## config.mk

```make
export PLATFORM = sky130hd
export DESIGN_NAME = ysyx_24110015_fetch_decode
export DESIGN_NICKNAME = d
export VERILOG_FILES = /design/src/rtl/ysyx_24110015_pkg.sv /design/src/rtl/ysyx_24110015_immgen.sv /design/src/rtl/ysyx_24110015_fetch_decode.sv
export SDC_FILE = /design/constraint.sdc
export NUM_CORES = 1
export LEC_CHECK = 0
export BUFFER_PORTS_ARGS = -buffer_cell sky130_fd_sc_hd__clkbuf_2
export CAP_MARGIN = 40
export CORE_MARGIN = 1
export CORE_UTILIZATION = 40
export DETAILED_ROUTE_END_ITERATION = 10
export GPL_TIMING_DRIVEN = 1
export PLACE_DENSITY_LB_ADDON = 0.15
export RECOVER_POWER = 50
export SLEW_MARGIN = 20
export SYNTH_ARGS = -nofsm -noshare
export SYNTH_HDL_FRONTEND = slang
export SYNTH_SLANG_ARGS = --single-unit
```

## constraint.sdc

```tcl
create_clock -name clk -period 1.9 [get_ports clk]
set_input_delay 0.095 -clock clk [delete_from_list [all_inputs] [get_ports clk]]
set_output_delay 0.095 -clock clk [all_outputs]
set_load 0.01 [all_outputs]
```

## src/rtl/ysyx_24110015_pkg.sv

```systemverilog
// Shared definitions for the ysyx_24110015 NPC front end: RV32I opcode
// constants, the ebreak/nop encodings and the fetch/decode FSM states.
package ysyx_24110015_pkg;

  localparam logic [6:0] OP_ALU_I  = 7'b0010011;
  localparam logic [6:0] OP_LOAD   = 7'b0000011;
  localparam logic [6:0] OP_STORE  = 7'b0100011;
  localparam logic [6:0] OP_BRANCH = 7'b1100011;
  localparam logic [6:0] OP_JAL    = 7'b1101111;
  localparam logic [6:0] OP_JALR   = 7'b1100111;
  localparam logic [6:0] OP_LUI    = 7'b0110111;
  localparam logic [6:0] OP_AUIPC  = 7'b0010111;
  localparam logic [6:0] OP_SYSTEM = 7'b1110011;

  localparam logic [31:0] INST_EBREAK = 32'h0010_0073;
  localparam logic [31:0] INST_NOP    = 32'h0000_0013;

  typedef enum logic [2:0] {
    ST_IDLE  = 3'd0,
    ST_FETCH = 3'd1,
    ST_WAIT  = 3'd2,
    ST_ISSUE = 3'd3,
    ST_HALT  = 3'd4
  } fd_state_e;

endpackage

```

## src/rtl/ysyx_24110015_immgen.sv

```systemverilog
// Combinational RV32I immediate generator: picks the immediate format from
// the opcode and returns the sign-extended 32-bit value (0 for formats
// that carry no immediate, e.g. R-type).
module ysyx_24110015_immgen
  import ysyx_24110015_pkg::*;
(
  input  logic [31:0] i_inst,
  output logic [31:0] o_imm
);

  logic [6:0] w_opcode;

  assign w_opcode = i_inst[6:0];

  // Format select and sign extension from bit 31
  always_comb begin
    o_imm = 32'h0;
    case (w_opcode)
      OP_ALU_I, OP_LOAD, OP_JALR, OP_SYSTEM:
        o_imm = {{20{i_inst[31]}}, i_inst[31:20]};
      OP_STORE:
        o_imm = {{20{i_inst[31]}}, i_inst[31:25], i_inst[11:7]};
      OP_BRANCH:
        o_imm = {{19{i_inst[31]}}, i_inst[31], i_inst[7], i_inst[30:25], i_inst[11:8], 1'b0};
      OP_LUI, OP_AUIPC:
        o_imm = {i_inst[31:12], 12'h000};
      OP_JAL:
        o_imm = {{11{i_inst[31]}}, i_inst[31], i_inst[19:12], i_inst[20], i_inst[30:21], 1'b0};
      default:
        o_imm = 32'h0;
    endcase
  end

endmodule

```

## src/rtl/ysyx_24110015_fetch_decode.sv

```systemverilog
// Multi-cycle fetch/decode front end. Owns the PC, fetches one instruction
// at a time over a valid/ready memory port, holds it in an instruction
// register and presents the decoded fields to the EXU until accepted.
module ysyx_24110015_fetch_decode
  import ysyx_24110015_pkg::*;
#(
  parameter logic [31:0] RESET_PC = 32'h8000_0000
) (
  input  logic        clk,
  input  logic        rst,
  output logic        imem_req_valid,
  input  logic        imem_req_ready,
  output logic [31:0] imem_addr,
  input  logic        imem_rsp_valid,
  input  logic [31:0] imem_rsp_data,
  output logic        out_valid,
  input  logic        out_ready,
  output logic [31:0] pc,
  output logic [6:0]  opcode,
  output logic [2:0]  func3,
  output logic [6:0]  func7,
  output logic [4:0]  rs1,
  output logic [4:0]  rs2,
  output logic [4:0]  rd,
  output logic [31:0] imm,
  output logic        ebreak,
  input  logic [31:0] pc_next,
  output logic        halted,
  output logic        misalign
);

  fd_state_e   r_state;
  fd_state_e   w_stateNext;
  logic [31:0] r_pc;
  logic [31:0] r_inst;
  logic        r_misalign;

  logic        w_ebreak;
  logic        w_issueFire;
  logic        w_targetMisaligned;

  assign w_ebreak           = (r_inst == INST_EBREAK);
  assign w_issueFire        = (r_state == ST_ISSUE) && out_ready;
  assign w_targetMisaligned = (pc_next[1:0] != 2'b00);

  // Next-state selection; ebreak wins over a misaligned target on retire
  always_comb begin
    w_stateNext = r_state;
    case (r_state)
      ST_IDLE:  w_stateNext = ST_FETCH;
      ST_FETCH: if (imem_req_ready) w_stateNext = ST_WAIT;
      ST_WAIT:  if (imem_rsp_valid) w_stateNext = ST_ISSUE;
      ST_ISSUE: begin
        if (out_ready) begin
          if (w_ebreak || w_targetMisaligned) w_stateNext = ST_HALT;
          else                                w_stateNext = ST_FETCH;
        end
      end
      ST_HALT:  w_stateNext = ST_HALT;
      default:  w_stateNext = ST_IDLE;
    endcase
  end

  // State register
  always_ff @(posedge clk) begin
    if (rst) r_state <= ST_IDLE;
    else     r_state <= w_stateNext;
  end

  // Instruction register only captures a response while waiting for one,
  // so stray responses in IDLE/FETCH never reach decode
  always_ff @(posedge clk) begin
    if (rst)                                        r_inst <= INST_NOP;
    else if ((r_state == ST_WAIT) && imem_rsp_valid) r_inst <= imem_rsp_data;
  end

  // PC moves only on an accepted, non-halting retire; halts keep the old PC
  always_ff @(posedge clk) begin
    if (rst) begin
      r_pc       <= RESET_PC;
      r_misalign <= 1'b0;
    end else if (w_issueFire && !w_ebreak) begin
      if (w_targetMisaligned) r_misalign <= 1'b1;
      else                    r_pc       <= pc_next;
    end
  end

  ysyx_24110015_immgen u_immgen (
    .i_inst (r_inst),
    .o_imm  (imm)
  );

  assign imem_req_valid = (r_state == ST_FETCH);
  assign imem_addr      = r_pc;
  assign out_valid      = (r_state == ST_ISSUE);
  assign halted         = (r_state == ST_HALT);
  assign misalign       = r_misalign;
  assign pc             = r_pc;
  assign opcode         = r_inst[6:0];
  assign func3          = r_inst[14:12];
  assign func7          = r_inst[31:25];
  assign rs1            = r_inst[19:15];
  assign rs2            = r_inst[24:20];
  assign rd             = r_inst[11:7];
  assign ebreak         = w_ebreak;

endmodule

```

# Word level (Yosys, flattened, before mapping)

Index checks and enable logic that the tools add are counted.

Flip-flop bits (word level): 68
Input port bits: 69
Output and inout port bits: 133
Word-level logic and storage cells: 40

Equal/unequal tests: 17
Mux-type cells: 6
Bitwise logic cells: 1
Reduce and logical (&&, ||, !) cells: 12

Operator list:

| kind                   | number |
|---|---|
| $pmux W32 S5           | 1 |
| $eq A32 B21 Y1 const B | 1 |
| $eq A7 B7 Y1 const B   | 4 |
| $pmux W3 S5            | 1 |
| $eq A7 B5 Y1 const B   | 2 |
| $eq A7 B6 Y1 const B   | 2 |
| $mux W3                | 4 |
| $eq A7 B2 Y1 const B   | 1 |
| $eq A3 B2 Y1 const B   | 2 |
| $ne A2 B1 Y1 const B   | 2 |
| $reduce_and A2 Y1      | 2 |
| $reduce_or A4 Y1       | 1 |
| $eq A3 B1 Y1 const B   | 1 |
| $eq A3 B3 Y1 const B   | 1 |
| $logic_and A1 B1 Y1    | 3 |
| $logic_not A3 Y1       | 1 |
| $reduce_and A3 Y1      | 1 |
| $ne A2 B2 Y1 const B   | 1 |
| $reduce_bool A2 Y1     | 1 |
| $reduce_or A2 Y1       | 1 |
| $logic_not A1 Y1       | 1 |
| $logic_or A1 B1 Y1     | 1 |
| $not A1 Y1             | 1 |

# Logic depth before layout (Yosys ltp)

Gate-level depths: netlist (run 1).

Depth in word-level cells: 5
Gate-level depth with buffers: 7

# Hierarchy

A second synthesis (run 1) with hierarchy kept.

Cells, all modules: 430
Area, all modules: 3564.7 um^2

Modules (own cells, without submodules):

| module                     | instances | cells each | area each (um^2) | seq. area each (um^2) |
|---|---|---|---|---|
| ysyx_24110015_fetch_decode | 1         | 348        | 3006.6           | 1361.3 |
| ysyx_24110015_immgen       | 1         | 82         | 558.0            | 0.0 |

# Least setup slack after synthesis (run 1)

No wires, ideal clock.

Kind: register -> output
Start point: register r_inst[2]
End point: output port imm[21]
Arrival: 1580 ps
Required time: 1805 ps
Slack: 225 ps
Cell stages (with the launch flop): 7
Buffers on the path: 1
Cells stage by stage: dfxtp_1 nand4bb_2 a21oi_1 a21oi_1 nor2b_1 buf_2 a21o_1

Longest elaborated chain between the ends: 3
Elaborated cells on any way between the ends: 12
Classes of those cells: eq/ne (9); mux (1); reduce/logical (2)

RTL lines:

| element                                                     | RTL line                         | RTL |
|---|---|---|
| start, declared                                             | ysyx_24110015_fetch_decode.sv:35 | `logic [31:0] r_inst;` |
| start signal, assigned                                      | ysyx_24110015_fetch_decode.sv:74 | `else if ((r_state == ST_WAIT) && imem_rsp_valid) r_inst <= imem_rsp_data;` |
| $eq A7 B5 Y1 (tied with other cells)                        | ysyx_24110015_immgen.sv:18       | `case (w_opcode)` |
| $reduce_or A4 Y1 / $reduce_or A2 Y1 (equally long branches) | ysyx_24110015_immgen.sv:18       |  |
| $pmux W32 S5 *                                              | ysyx_24110015_immgen.sv:18       |  |
| end, declared                                               | ysyx_24110015_fetch_decode.sv:25 | `output logic [31:0] imm,` |

Every way passes the cells marked *; elsewhere a longest branch is shown, timed or not.

# Worst setup path after layout (run 1)

Start point: register r_inst[0]
End point: output port imm[22]

The elaborated chain is that of the path after synthesis.

==> impl_metrics.json, run 1 <==
{
  "drc": 0,
  "report.final.setup_viol": 0,
  "internal_power_uw": 2422,
  "placed_area_um2": 4735,
  "fin_area_um2": 5570,
  "cts.clk_slew.worst_paths_ns": 0.07,
  "syn_inst": 425,
  "hp-class": "input port to flop",
  "root_buffer": "clkbuf_8",
  "grt_usage_pct": 22.92,
  "ys_ff_latch": 68,
  "drv_cap": 0,
  "synth_xor_area_share_pct": 0,
  "grt_overflow_total": 0,
  "fillers": 804,
  "busiest_layer": "met2",
  "synthAdderAreaFrac_pct": 0,
  "synth-simple-area-share_pct": 29.41,
  "crit_slowest_cell": "dfxtp_2",
  "cts_tree": "built",
  "drt_wl_total_um": 10880,
  "numCtsBuffers": 9,
  "critPathLaunchType": "flop",
  "cts_buffer_depth": 2,
  "use_met1_pct": 26.32,
  "grt_antenna_before_repair": 0,
  "finalClockSkew_ns": 0.01697,
  "dp_hpwl_um": 7548,
  "muxShareOfSynthArea_pct": 9.075,
  "io_buffers": 201,
  "p_sw_share_pct": 24.13,
  "synth-main-ff-cell": "dfxtp_1",
  "worst_pin_slew_ns": 0.5518,
  "post_drt_wl_per_cell_um": 13.67,
  "synth_top_family_by_area": "simple AND/OR/NAND/NOR gates",
  "leakage_uw": 0.002565,
  "seq_power_share_pct": 46.0,
  "crit_fanout": 6,
  "dpl.cell_count": 726,
  "synth-async-reset-ratio_pct": 0,
  "comb_power_share_pct": 17.7,
  "required_ns": 1.80,
  "cts_max_level": 3,
  "end_kind": "output port",
  "power_density_nw_per_um2": 573.0,
  "synth.distinct_cells": 44,
  "crit_arrival_ns": 1.79,
  "status": "finished, final reports clean",
  "syn2layout_area_growth_pct": 56.60,
  "final_cells": 796,
  "synth_area_um2": 3557,
  "drtIter0Drc": 104,
  "grt_use_met3_pct": 3.791,
  "cts_sinks": 68,
  "rows": 34,
  "start_util_pct": 40.99,
  "max_freq_mhz": 530.2,
  "vias": 3840,
  "die_area_um2": 9274,
  "finalHoldViolCount": 0,
  "coreArea_um2": 8678,
  "first_pass_iters": 4,
  "yosys_warnings": 0,
  "p_clk_share_pct": 36.3,
  "drive_above_1_share_pct": 33.43,
  "path_cells": "buf_4 -> nand4_1 -> a21oi_4 -> a21oi_2 -> nor2b_1 -> buf_4 -> a21o_1 -> buf_6",
  "antenna_left": 0,
  "gp_congestion": 0.8633,
  "critical-path-top-cell-by-count": "buf_4",
  "grt_max_degree": 49,
  "die_y_um": 96.30,
  "ys_seq_area_share_pct": 38.27,
  "grt_pass1_wl_um": 16350,
  "max_stage_delay_ns": 0.35,
  "synth_edf_count": 0,
  "synth_fp_nets": 494,
  "rsz0062_at_grt": "yes",
  "worst_ir_drop_vdd_v": 0.0003237,
  "die_x_um": 96.30,
  "nets": 754,
  "period_minus_slack_ns": 1.886,
  "avgSynthCellArea_um2": 8.370,
  "p_switching_uw": 770.3,
  "fin_crit_sh_pct": 99.26,
  "multi_input_area_um2": 1942,
  "first_global_vias": 3488,
  "ios": 202,
  "grtUsageMet2_pct": 42.79,
  "synth_compound_area_share_pct": 12.49,
  "clock_latency_ns": 0.33,
  "seq_area_um2": 1368,
  "relSlewSlack_pct": 63.21,
  "antenna_cells": 0,
  "viasPerCell": 4.824,
  "drv_slew": 0,
  "crit_type": "flop to output port"
}
## logic make-up (layout without fill, tap and decap cells)
group	count (synthesis)	after routing
and+or+nand+nor	191	191
AOI/OAI and AO/OA	71	71
DFF	68	68
buffers and inverters	63	326
muxes	32	32
## cell usage in the layout (no fill, tap or decap), drive strengths merged, types with 7 or more instances in the layout
| cell type | netlist | final |
|---|---|---|
| mux2i | 30 | 30 |
| dlygate4sd3 | 0 | 50 |
| nor2b | 7 | 7 |
| nand2 | 72 | 72 |
| nand2b | 59 | 59 |
| nor2 | 10 | 10 |
| a21o | 19 | 19 |
| a21oi | 37 | 37 |
| buf | 38 | 71 |
| clkbuf | 20 | 198 |
| nor4 | 10 | 10 |
| dfxtp | 68 | 68 |
## final cells by class
type | instances | area share, %
clock buffers | 12 | 2.785
clock inverters | 2 | 0.6289
inverters | 5 | 0.3369
multi-input cells | 294 | 34.86
flip-flops and latches | 68 | 24.55
well taps | 108 | 2.426
repair buffers | 307 | 34.41
## cell usage after synthesis, drive strengths merged, types with 5 or more instances
master	number	area [µm²]
nand2	72	272.8
dfxtp	68	1361
nand2b	59	369.1
buf	38	289.0
a21oi	37	185.2
mux2i	30	300.3
clkbuf	20	75.07
a21o	19	142.6
nor2	10	37.54
nor4	10	77.57
nor2b	7	43.79
inv	5	18.77
nor3	5	30.03
nor3b	5	42.54
## power groups by stage
stage,sequential [µW],combinational (µW),clock (µW)
CTS,1470,545,1200
finish,1470,565,1160
global route,1470,620,1260
floorplan,1520,202,0
global placement,1500,430,0
detailed placement,1500,436,0
## metrics by stage
stage               worst slack, ns  TNS [ns]  hold slack [ns]  power (µW)  util [%]
global route               -0.05799   -0.6459          0.01687        3348     64.19
finish                      0.01401         0          0.01522        3192     64.19
floorplan                    0.2248         0           0.2192        1723         -
CTS                        0.006237         0        0.0002236        3207     63.61
global placement            -0.1637    -3.392           0.3063        1927     54.47
detailed placement          0.09621         0           0.3165        1934     54.56
## worst max-delay path, delay by kind of cell, from the launching register on
kind / cells / cell delay, ns
AO/OA/AOI/OAI: 3 / 0.39
buffers and inverters: 3 / 0.42
flip-flops: 1 / 0.35
AND/OR/NAND/NOR: 2 / 0.30
## per-layer routing
metal  routed length (µm)  vias to the layer above  share of wire [%]
met2                 5678                      166                 52
li1                     -                     1916                  -
met3                  733                       11                6.7
met4                  123                        0                1.1
met1                 4349                     1747                 40
met5                    0                        -                  0
## path summary, 6_finish.rpt
kind / from / end / slack [ns] / cells after the start
setup / recovery: r_inst[0] / imm[22] / 0.01 / 8
setup reg to reg: r_state[2] / imem_addr[24] / 0.21 / 6
hold reg to reg: misalign / misalign / 0.46 / 2
hold / removal: imem_rsp_data[4] / r_inst[4] / 0.02 / 3
## state kept, by name (all words and copies together) (netlist names)
signal and count:
r_inst 32, misalign 1, imem_addr 32, r_state 3
## timing repair
| item | 4_1_cts | 5_1_grt |
|---|---|---|
| hold endpoints to repair | 50 | 0 |
| hold buffers | 50 | 0 |
| pin swaps | 4 | 14 |
| setup endpoints to repair | 25 | 61 |
| setup buffers | 2 | 3 |
| cloned | 1 | 0 |
| gates resized for setup | 15 | 45 |
No activity file was read; power rests on OpenSTA's default activity.
==> run 2: changes to the inputs <==
--- a/config.mk
+++ b/config.mk
@@ -16,4 +16,5 @@
 export SLEW_MARGIN = 20
 export SYNTH_ARGS = -nofsm -noshare
 export SYNTH_HDL_FRONTEND = slang
+export SYNTH_HIERARCHICAL = 1
 export SYNTH_SLANG_ARGS = --single-unit
==> impl_metrics.json, run 2 <==
{
  "status": "finished, final reports clean",
  "die_x_um": 96.40,
  "grt_max_degree": 36,
  "ios": 202,
  "internal_power_uw": 2484,
  "yosysMostFrequentCell": "nand2_1",
  "syn2layout_area_growth_pct": 49.67,
  "vias": 3911,
  "viasPerCell": 5.027,
  "gp_congestion": 0.9400,
  "final_cells": 778,
  "relSlewSlack_pct": 65.34,
  "cts_max_level": 3,
  "die_area_um2": 9293,
  "period_minus_slack_ns": 1.863,
  "finalClockSkew_ns": 0.01593,
  "critPathLaunchType": "flop",
  "synth_fp_nets": 499,
  "cts_buffer_depth": 2,
  "rsz0062_at_grt": "yes",
  "synth_area_um2": 3565,
  "dpl.cell_count": 698,
  "io_buffers": 201,
  "comb_power_share_pct": 14.9,
  "fin_crit_sh_pct": 98.05,
  "drt_wl_total_um": 11580,
  "ys_top_cells_by_area": "dfxtp_1 (38%), nand2_1 (14%), mux2i_1 (8.7%)",
  "report.final.setup_viol": 0,
  "post_drt_wl_per_cell_um": 14.89,
  "power_density_nw_per_um2": 626.0,
  "coreArea_um2": 8678,
  "die_y_um": 96.40,
  "grt_overflow_total": 0,
  "yosys-top-cells-count": "nand2_1 (130), dfxtp_1 (68), a21oi_1 (33), buf_4 (33), mux2i_1 (31)",
  "p_clk_share_pct": 40.5,
  "synth-async-reset-ratio_pct": 0,
  "drv_slew": 0,
  "required_ns": 1.80,
  "synth-main-ff-cell": "dfxtp_1",
  "cts_tree": "built",
  "total_power_uw": 3340,
  "yosys_warnings": 6,
  "drtIter0Drc": 131,
  "cts.clk_slew.worst_paths_ns": 0.08,
  "start_util_pct": 41.08,
  "end_kind": "output port",
  "worst_pin_slew_ns": 0.5192,
  "drive_above_1_share_pct": 27.91,
  "ys_seq_area_share_pct": 38.19,
  "leakage_uw": 0.002649,
  "root_buffer": "clkbuf_8",
  "ys_ff_latch": 68,
  "synth_edf_count": 0,
  "clock_latency_ns": 0.34,
  "drv_cap": 0,
  "crit_arrival_ns": 1.77,
  "hold_slack_ns": 0.009937,
  "cts_sinks": 68,
  "finalHoldViolCount": 0,
  "crit_fanout": 11,
  "drc": 0,
  "grt_antenna_before_repair": 0,
  "p_sw_share_pct": 25.64,
  "antenna_left": 0,
  "first_pass_iters": 4,
  "seq_power_share_pct": 44.6,
  "rows": 34,
  "fin_util_pct": 61.48,
  "antenna_cells": 0,
  "dp_hpwl_um": 7307,
  "grt_pass1_wl_um": 16290,
  "final_cell_mix": "nand2_1 (130), clkbuf_2 (115), clkbuf_1 (91), dfxtp_1 (62), dlygate4sd3_1 (58)",
  "worst_ir_drop_vdd_v": 0.0003825,
  "pre_cts_ws_ns": 0.1504,
  "avgSynthCellArea_um2": 8.290,
  "nets": 734,
  "hp-class": "input port to flop",
  "worst_slack_ns": 0.03715,
  "grt_usage_pct": 23.09,
  "p_switching_uw": 856.2,
  "synth.distinct_cells": 50,
  "synth_top_area_share_pct": 38.19,
  "numCtsBuffers": 9,
  "first_global_vias": 3330,
  "final_common_cell": "nand2_1",
  "crit_type": "flop to output port",
  "yosysTopAreaCell": "dfxtp_1",
  "syn_inst": 430,
  "max_freq_mhz": 536.8
}
[run 2: cell count changes after synthesis, moves of 5 or more]
cell / delta
nor4_1: -9
nand2b_1: -58
nor2b_1: -5
nand3_1: +5
nand2_1: +59
and3_1: +7
[run 2: through the flow]
| stage | instance area, µm² | setup TNS (ns) |
|---|---|---|
| final | 5335 | 0 |
| after global routing | 5335 | -0.1206 |
| after CTS | 5315 | 0 |
| after detailed placement | 4486 | 0 |
| after global placement | 4486 | 0 |
| after floorplan | 3565 | 0 |
[run 2: per-layer routing]
metal	vias to the layer above	share of wire [%]	global-route usage (%)
li1	1899	-	-
met1	1789	43	27.80
met2	204	49	40.54
met3	19	6.9	5.243
met4	0	1.9	7.598
met5	-	0	0
[run 2: kinds of logic after synthesis]
logic type / share of synthesized area [%]
and+or+nand+nor: 26.85
AOI/OAI and AO/OA: 14.53
DFF: 38.19
buffers and inverters: 11.72
muxes: 8.705
[run 2: final timing paths]
kind,depth (start not counted),startpoint,to,slack (ns)
worst max-delay path,6,r_inst[4],imm[29],0.04
worst min-delay path,3,imem_rsp_data[0],r_inst[0],0.01
worst max register to register,5,r_inst[28],imem_addr[5],0.14
worst min register to register,2,misalign,misalign,0.46
[run 2: power groups by stage]
stage                     sequential [µW]  clock (µW)  combinational (µW)
after floorplan                      1520           0                 208
after global placement               1520           0                 379
after detailed placement             1520           0                 378
after CTS                            1490        1380                 479
after global routing                 1490        1460                 541
final                                1490        1350                 498
[run 2: cell type report]
class,count,area (µm²)
Clock buffer,10,137.6
Sequential cell,68,1371
Multi-Input combinational cell,300,1877
Tap cell,108,135.1
Fill cell,817,3343
Clock inverter,6,86.33
Timing Repair Buffer,284,1720
Inverter,2,7.507
[run 2: what timing repair did]
| item | CTS | global route |
|---|---|---|
| pin swaps | 0 | 6 |
| hold buffers | 58 | 0 |
| setup buffers | 0 | 3 |
| hold endpoints to repair | 58 | 0 |
| endpoints found under the setup margin | 27 | 44 |
| cloned | 0 | 3 |
| gates resized for setup | 6 | 20 |
[run 2: critical path, stage by stage (launching register included)]
cell and delay (ns):
dfxtp_2 0.35, and2b_1 0.26, nand3_2 0.20, a31oi_2 0.21, buf_6 0.17, a21o_1 0.11, clkbuf_2 0.13
